File: config.mk
export PLATFORM = sky130hd
export DESIGN_NAME = weight_buffer_loader_flat
export DESIGN_NICKNAME = d
export VERILOG_FILES = /design/src/rtl/weight_buffer_loader_if.sv /design/src/rtl/weight_buffer_loader.sv /design/src/flat_wrapper.sv
export SDC_FILE = /design/constraint.sdc
export NUM_CORES = 1
export LEC_CHECK = 0
export CORE_AREA = 3 3 245 247
export DETAILED_ROUTE_END_ITERATION = 8
export DIE_AREA = 0 0 248 250
export HOLD_SLACK_MARGIN = 0.15
export MAX_ROUTING_LAYER = met4
export PLACE_DENSITY = 0.58
export SLEW_MARGIN = 5
export SYNTH_ARGS = -nofsm -noshare
export SYNTH_HDL_FRONTEND = slang
export SYNTH_SLANG_ARGS = --single-unit
export TNS_END_PERCENT = 100
File: constraint.sdc
create_clock -name clk -period 1.7 [get_ports clk]
set_input_delay 0.34 -clock clk [delete_from_list [all_inputs] [get_ports clk]]
set_output_delay 0.34 -clock clk [all_outputs]
set_load 0.02 [all_outputs]
File: src/rtl/weight_buffer_loader_if.sv
// rtl/weight_buffer_loader_if.sv - command, DDR beat stream and buffer write port bundle
interface weight_buffer_loader_if #(
    parameter int ADDR_LEN     = 16,
    parameter int DDR_DATA_LEN = 256,
    parameter int BUFFER_NUM   = 32,
    parameter int LEN_W        = 16
);
    logic                    cmd_valid;
    logic                    cmd_ready;
    logic [ADDR_LEN-1:0]     cmd_base;
    logic [LEN_W-1:0]        cmd_rows;
    logic [DDR_DATA_LEN-1:0] ddr_data;
    logic                    ddr_valid;
    logic                    ddr_ready;
    logic [DDR_DATA_LEN-1:0] data_wr;
    logic [ADDR_LEN-1:0]     wr_addr;
    logic [BUFFER_NUM-1:0]   wr_en;

    // Command/DMA side and buffer observer
    modport master (
        output cmd_valid, cmd_base, cmd_rows, ddr_data, ddr_valid,
        input  cmd_ready, ddr_ready, data_wr, wr_addr, wr_en
    );

    // Loader side
    modport slave (
        input  cmd_valid, cmd_base, cmd_rows, ddr_data, ddr_valid,
        output cmd_ready, ddr_ready, data_wr, wr_addr, wr_en
    );
endinterface

File: src/rtl/weight_buffer_loader.sv
// rtl/weight_buffer_loader.sv - DDR beat to weight buffer row loader; optional WBL_STALL_CNT_EN starvation counter
module weight_buffer_loader #(
    parameter int ADDR_LEN     = 16,
    parameter int DATA_LEN     = 64,
    parameter int DDR_DATA_LEN = 256,
    parameter int BUFFER_NUM   = 32,
    parameter int LEN_W        = 16
) (
    input  logic                   clk,
    input  logic                   rst_n,
    weight_buffer_loader_if.slave  bus,
    output logic                   busy,
    output logic                   done,
    output logic [31:0]            stall_cnt
);
    localparam int GROUP_NUM     = BUFFER_NUM * DATA_LEN / DDR_DATA_LEN;
    localparam int BANKS_PER_GRP = DDR_DATA_LEN / DATA_LEN;
    localparam int GRP_W         = (GROUP_NUM > 1) ? $clog2(GROUP_NUM) : 1;

    typedef enum logic [1:0] {
        IDLE = 2'd0,
        LOAD = 2'd1,
        FIN  = 2'd2
    } state_t;

    state_t                  state_q, state_d;
    logic [ADDR_LEN-1:0]     addr_q, addr_d;
    logic [LEN_W-1:0]        rows_q, rows_d;
    logic [GRP_W-1:0]        grp_q, grp_d;
    logic [DDR_DATA_LEN-1:0] data_wr_q, data_wr_d;
    logic [ADDR_LEN-1:0]     wr_addr_q, wr_addr_d;
    logic [BUFFER_NUM-1:0]   wr_en_q, wr_en_d;
    logic                    beat;
    logic                    row_end;

    assign beat    = (state_q == LOAD) && bus.ddr_valid;
    assign row_end = (grp_q == GRP_W'(GROUP_NUM - 1));

    // Next-state, address/row/group counters and registered write port
    always_comb begin
        state_d   = state_q;
        addr_d    = addr_q;
        rows_d    = rows_q;
        grp_d     = grp_q;
        data_wr_d = data_wr_q;
        wr_addr_d = wr_addr_q;
        wr_en_d   = '0;
        case (state_q)
            IDLE: begin
                if (bus.cmd_valid) begin
                    addr_d  = bus.cmd_base;
                    rows_d  = bus.cmd_rows;
                    grp_d   = '0;
                    state_d = (bus.cmd_rows != '0) ? LOAD : FIN;
                end
            end
            LOAD: begin
                if (beat) begin
                    data_wr_d = bus.ddr_data;
                    wr_addr_d = addr_q;
                    for (int g = 0; g < GROUP_NUM; g++) begin
                        if (grp_q == GRP_W'(g)) begin
                            wr_en_d[g*BANKS_PER_GRP +: BANKS_PER_GRP] = '1;
                        end
                    end
                    if (row_end) begin
                        grp_d  = '0;
                        addr_d = addr_q + ADDR_LEN'(1);
                        rows_d = rows_q - LEN_W'(1);
                        if (rows_q == LEN_W'(1)) begin
                            state_d = FIN;
                        end
                    end else begin
                        grp_d = grp_q + GRP_W'(1);
                    end
                end
            end
            FIN: begin
                state_d = IDLE;
            end
            default: begin
                state_d = IDLE;
            end
        endcase
    end

    // State and datapath registers; reset abandons any partial load
    always_ff @(posedge clk) begin
        if (!rst_n) begin
            state_q   <= IDLE;
            addr_q    <= '0;
            rows_q    <= '0;
            grp_q     <= '0;
            data_wr_q <= '0;
            wr_addr_q <= '0;
            wr_en_q   <= '0;
        end else begin
            state_q   <= state_d;
            addr_q    <= addr_d;
            rows_q    <= rows_d;
            grp_q     <= grp_d;
            data_wr_q <= data_wr_d;
            wr_addr_q <= wr_addr_d;
            wr_en_q   <= wr_en_d;
        end
    end

    assign bus.cmd_ready = (state_q == IDLE);
    assign bus.ddr_ready = (state_q == LOAD);
    assign bus.data_wr   = data_wr_q;
    assign bus.wr_addr   = wr_addr_q;
    assign bus.wr_en     = wr_en_q;
    assign busy          = (state_q != IDLE);
    assign done          = (state_q == FIN);

`ifdef WBL_STALL_CNT_EN
    logic [31:0] stall_q, stall_d;

    // Count LOAD cycles starved of DDR data, saturating
    always_comb begin
        stall_d = stall_q;
        if ((state_q == LOAD) && !bus.ddr_valid && (stall_q != 32'hFFFF_FFFF)) begin
            stall_d = stall_q + 32'd1;
        end
    end

    // Starvation counter register, cleared only by reset
    always_ff @(posedge clk) begin
        if (!rst_n) begin
            stall_q <= '0;
        end else begin
            stall_q <= stall_d;
        end
    end

    assign stall_cnt = stall_q;
`else
    assign stall_cnt = 32'd0;
`endif
endmodule

File: src/flat_wrapper.sv
// flat-port wrapper written by rule: the top's interface ports become plain ports
module weight_buffer_loader_flat 
#(
    parameter int ADDR_LEN     = 16,
    parameter int DATA_LEN     = 64,
    parameter int DDR_DATA_LEN = 256,
    parameter int BUFFER_NUM   = 32,
    parameter int LEN_W        = 16
)
  (clk, rst_n, busy, done, stall_cnt, bus_cmd_valid, bus_cmd_base, bus_cmd_rows, bus_ddr_data, bus_ddr_valid, bus_cmd_ready, bus_ddr_ready, bus_data_wr, bus_wr_addr, bus_wr_en);
  weight_buffer_loader_if #(.ADDR_LEN(ADDR_LEN), .DDR_DATA_LEN(DDR_DATA_LEN), .BUFFER_NUM(BUFFER_NUM), .LEN_W(LEN_W)) bus_i ();
  input  logic clk;
  input  logic rst_n;
  output logic busy;
  output logic done;
  output logic [31:0] stall_cnt;
  input wire logic [$bits(bus_i.cmd_valid)-1:0] bus_cmd_valid;
  input wire logic [$bits(bus_i.cmd_base)-1:0] bus_cmd_base;
  input wire logic [$bits(bus_i.cmd_rows)-1:0] bus_cmd_rows;
  input wire logic [$bits(bus_i.ddr_data)-1:0] bus_ddr_data;
  input wire logic [$bits(bus_i.ddr_valid)-1:0] bus_ddr_valid;
  output wire logic [$bits(bus_i.cmd_ready)-1:0] bus_cmd_ready;
  output wire logic [$bits(bus_i.ddr_ready)-1:0] bus_ddr_ready;
  output wire logic [$bits(bus_i.data_wr)-1:0] bus_data_wr;
  output wire logic [$bits(bus_i.wr_addr)-1:0] bus_wr_addr;
  output wire logic [$bits(bus_i.wr_en)-1:0] bus_wr_en;
  assign bus_i.cmd_valid = bus_cmd_valid;
  assign bus_i.cmd_base = bus_cmd_base;
  assign bus_i.cmd_rows = bus_cmd_rows;
  assign bus_i.ddr_data = bus_ddr_data;
  assign bus_i.ddr_valid = bus_ddr_valid;
  assign bus_cmd_ready = bus_i.cmd_ready;
  assign bus_ddr_ready = bus_i.ddr_ready;
  assign bus_data_wr = bus_i.data_wr;
  assign bus_wr_addr = bus_i.wr_addr;
  assign bus_wr_en = bus_i.wr_en;
  weight_buffer_loader #(.ADDR_LEN(ADDR_LEN), .DATA_LEN(DATA_LEN), .DDR_DATA_LEN(DDR_DATA_LEN), .BUFFER_NUM(BUFFER_NUM), .LEN_W(LEN_W)) u_core (.clk(clk), .rst_n(rst_n), .bus(bus_i), .busy(busy), .done(done), .stall_cnt(stall_cnt));
endmodule
==> impl_metrics.json <==
{
  "finalSetupViolCount": 3,
  "grt_antenna_before_repair": 3,
  "fin_total_pwr_mw": 20.3,
  "die_area_um2": 62000,
  "ys_types": 53,
  "worst_path_largest_cell_delay_ns": 0.38,
  "floorplan.core_area_um2": 57800,
  "grt_pass1_vias": 12900,
  "vias_per_cell": 4.31,
  "hold_ws_ns": 0.356,
  "violations": "negative setup slack",
  "netlist_top_cells_count": "580 x sky130_fd_sc_hd__nand2_1, 317 x sky130_fd_sc_hd__dfxtp_1, 303 x sky130_fd_sc_hd__a21oi_1",
  "synth.cell_area_um2": 12300,
  "multiInputGateArea_um2": 5390,
  "final-instance-count-excl-fill": 3041,
  "period_share_pct": 104,
  "seqCellArea_um2": 6370,
  "crit_required_ns": 2.12,
  "die_width_um": 248,
  "nFillCells": 5970,
  "num_vias": 13100,
  "grtUsageTotal_pct": 15.0,
  "final_util_pct": 36.9,
  "largest_driver_fanout_on_the_critical_path": 4,
  "drc": 0,
  "post_synth_xor_area_fraction_pct": 0,
  "ratio_of_cells_with_drive_above_1_in_the_final_layout_pct": 14.5,
  "irDropWorstVdd_v": 0.000573,
  "rows": 88,
  "ctsHtreeMaxLevel": 2,
  "synth.mux.area_fraction_pct": 0.0815,
  "worstSetupPathType": "reg2reg",
  "static-leakage-power_nw": 9.10,
  "synth-edff-count": 0,
  "final-max-slew-violation-count": 0,
  "initialDrtViolationCount": 659,
  "drv.max_cap_violation_count": 0,
  "clock_path_buffers": 3,
  "synth-async-reset-ratio_pct": 0,
  "grt_first_pass_wirelength_um": 71700,
  "end_kind": "flip-flop",
  "timing.hold.worst.class": "in2reg",
  "main_combinational_cell_family_by_area_after_synthesis": "simple AND/OR/NAND/NOR gates",
  "io_buffer_count": 599,
  "clock_latency_ns": 0.53,
  "grt_setup_unrepaired": "true",
  "initial_utilization_pct": 21.2,
  "max_freq_mhz": 564,
  "timing.critical_path.mode_cell": "sky130_fd_sc_hd__nor4_4",
  "clkSlewWorstSetupHoldPaths_ns": 0.06,
  "cp_top_family": "simple AND/OR/NAND/NOR gates",
  "ios": 632,
  "critical_path.slowest_cell": "sky130_fd_sc_hd__nor4_4",
  "place.gp.congestion": 0.841,
  "dominantRegCellSynth": "sky130_fd_sc_hd__dfxtp_1",
  "crit_chain": "nor4_4, nand2_2, nor4_4, a311oi_2, o221a_2",
  "synth-seq-cells": 317,
  "fin_nets": 2545,
  "synth_top_area_cell": "sky130_fd_sc_hd__dfxtp_1",
  "avgRoutedWirePerCell_um": 15.9,
  "drt.antenna.violating_nets": 0,
  "synth_compound_area_share_pct": 16.0,
  "hold_buffers": 0,
  "seq_area_frac_synth_pct": 51.7,
  "routed_wirelength_um": 48400,
  "synth_largest_type_area_fraction_pct": 51.7,
  "run_status": "complete, but fails checks",
  "tritoncts.num_buffers": 37,
  "start_kind": "flip-flop",
  "grt_max_degree": 66,
  "synth.yosys.warnings": 0,
  "chipHeight_um": 250,
  "timing.final.ws_setup_ns": -0.0744,
  "clock_skew_ns": 0.0201,
  "finalHoldViolations": 0,
  "hpwl_um": 36700,
  "flow.area_growth_from_synthesis_pct": 73.9,
  "placed_cells_incl_taps": 2958,
  "cts_tree": "done",
  "clk_root_buffer_cell": "sky130_fd_sc_hd__clkbuf_16",
  "drt_pass1_iterations": 5,
  "synth-adder-area-share_pct": 0.917,
  "synth_cells": 1577,
  "average_cell_area_after_synthesis_um2": 7.78,
  "post_synth_and_or_nand_nor_area_fraction_pct": 23.4,
  "grt-ovfl-total": 0,
  "final_critical_period_ns": 1.77,
  "yosys-top-cells-area": "sky130_fd_sc_hd__dfxtp_1 52%, sky130_fd_sc_hd__nand2_1 18%, sky130_fd_sc_hd__a21oi_1 12%, sky130_fd_sc_hd__buf_4 3.4%, sky130_fd_sc_hd__buf_2 2.4%",
  "worstPathArrival_ns": 2.19,
  "cell_pwr_density_nw_per_um2": 953,
  "post-synth-top-count-cell": "sky130_fd_sc_hd__nand2_1",
  "cts_num_sinks": 317,
  "critical_path.n_buffers_inverters": 0,
  "fin_setup_tns_ns": -0.161
}
## sequential cells by signal (all words and copies together), names as in the netlist
| signal | count |
|---|---|
| u_core.bus.wr_en | 8 |
| u_core.bus.wr_addr | 16 |
| u_core.rows_q | 16 |
| u_core.addr_q | 16 |
| u_core.bus.data_wr | 256 |
| u_core.state_q | 2 |
| u_core.grp_q | 3 |
## report_power, final
part | internal, mW | switching (mW) | leakage (nW)
logic | 1.98 | 2.12 | 5.89
registers | 7.83 | 0.237 | 2.58
clock network | 5.01 | 3.17 | 0.626
## repair_timing
item / CTS / global route
pin swaps: 7 / 27
gates cloned: 1 / 1
buffers inserted: 4 / 6
setup endpoints to repair: 341 / 43
gates resized for setup: 382 / 85
## final timing paths
| path | from | endpoint | slack [ns] | cells past startpoint |
|---|---|---|---|---|
| min | bus_ddr_data[94] | u_core.bus.data_wr[94]$_SDFFE_PN0P_ | 0.36 | 3 |
| max reg2reg | u_core.rows_q[8]$_SDFFE_PN0P_ | u_core.state_q[0]$_SDFFE_PN0P_ | -0.07 | 5 |
| max | u_core.rows_q[8]$_SDFFE_PN0P_ | u_core.state_q[0]$_SDFFE_PN0P_ | -0.07 | 5 |
| min reg2reg | u_core.bus.data_wr[143]$_SDFFE_PN0P_ | u_core.bus.data_wr[143]$_SDFFE_PN0P_ | 0.45 | 2 |
## cells in the final DEF, fill, tap and decap left out, types with 9 or more instances in the layout
cell type | netlist | layout
sky130_fd_sc_hd__o21ai_1 | 0 | 9
sky130_fd_sc_hd__nor3_1 | 16 | 12
sky130_fd_sc_hd__buf_6 | 1 | 9
sky130_fd_sc_hd__dfxtp_2 | 0 | 11
sky130_fd_sc_hd__nand3_1 | 15 | 12
sky130_fd_sc_hd__nor2_1 | 29 | 26
sky130_fd_sc_hd__conb_1 | 1 | 32
sky130_fd_sc_hd__nand2_1 | 580 | 576
sky130_fd_sc_hd__clkdlybuf4s50_1 | 0 | 291
sky130_fd_sc_hd__clkdlybuf4s15_2 | 0 | 16
sky130_fd_sc_hd__dfxtp_1 | 317 | 303
sky130_fd_sc_hd__and3_1 | 10 | 10
sky130_fd_sc_hd__o21ai_0 | 23 | 9
sky130_fd_sc_hd__buf_4 | 56 | 136
sky130_fd_sc_hd__clkbuf_16 | 0 | 41
sky130_fd_sc_hd__a21oi_1 | 303 | 298
sky130_fd_sc_hd__dlygate4sd2_1 | 0 | 279
sky130_fd_sc_hd__buf_12 | 0 | 25
## kinds of logic (layout without fill, tap and decap cells)
logic type	count (synthesis)	count (layout)
and+or+nand+nor	700	700
buffers and inverters	182	846
adders and majority gates	9	9
AOI/OAI and AO/OA	367	367
muxes	1	1
other	1	36
DFF	317	317
## stage by stage
| step | setup WS (ns) | cell area, um^2 |
|---|---|---|
| after floorplan | -0.0436 | 12400 |
| after global placement | -0.291 | 19900 |
| after detailed placement | -0.345 | 19900 |
| after CTS | -0.213 | 21000 |
| after global routing | -0.144 | 21300 |
| final | -0.0744 | 21300 |
## worst register-to-register path: cells and delay by family, from the launching register on
| kind | cells | cell delay [ns] |
|---|---|---|
| compound gates | 2 | 0.41 |
| simple gates | 3 | 0.89 |
| flops | 1 | 0.36 |
## metal layers
metal / GRT usage [%] / vias to the layer above / part of all wire [%]
met2: 25.1 / 526 / 49
li1: - / 6464 / -
met5: - / - / 0
met1: 16.9 / 6022 / 40
met3: 3.83 / 104 / 8.3
met4: 6.07 / 0 / 3.5
## area by class of cell
cell class	instances	area share [%]
well taps	765	4.48
inverters	12	0.270
repair buffers	767	34.2
clock buffers	55	5.23
flip-flops and latches	317	29.8
clock inverters	12	0.686
multi-input cells	1109	25.3
diodes	4	0.0469
Note: power is estimated with default switching activity, not from simulation.
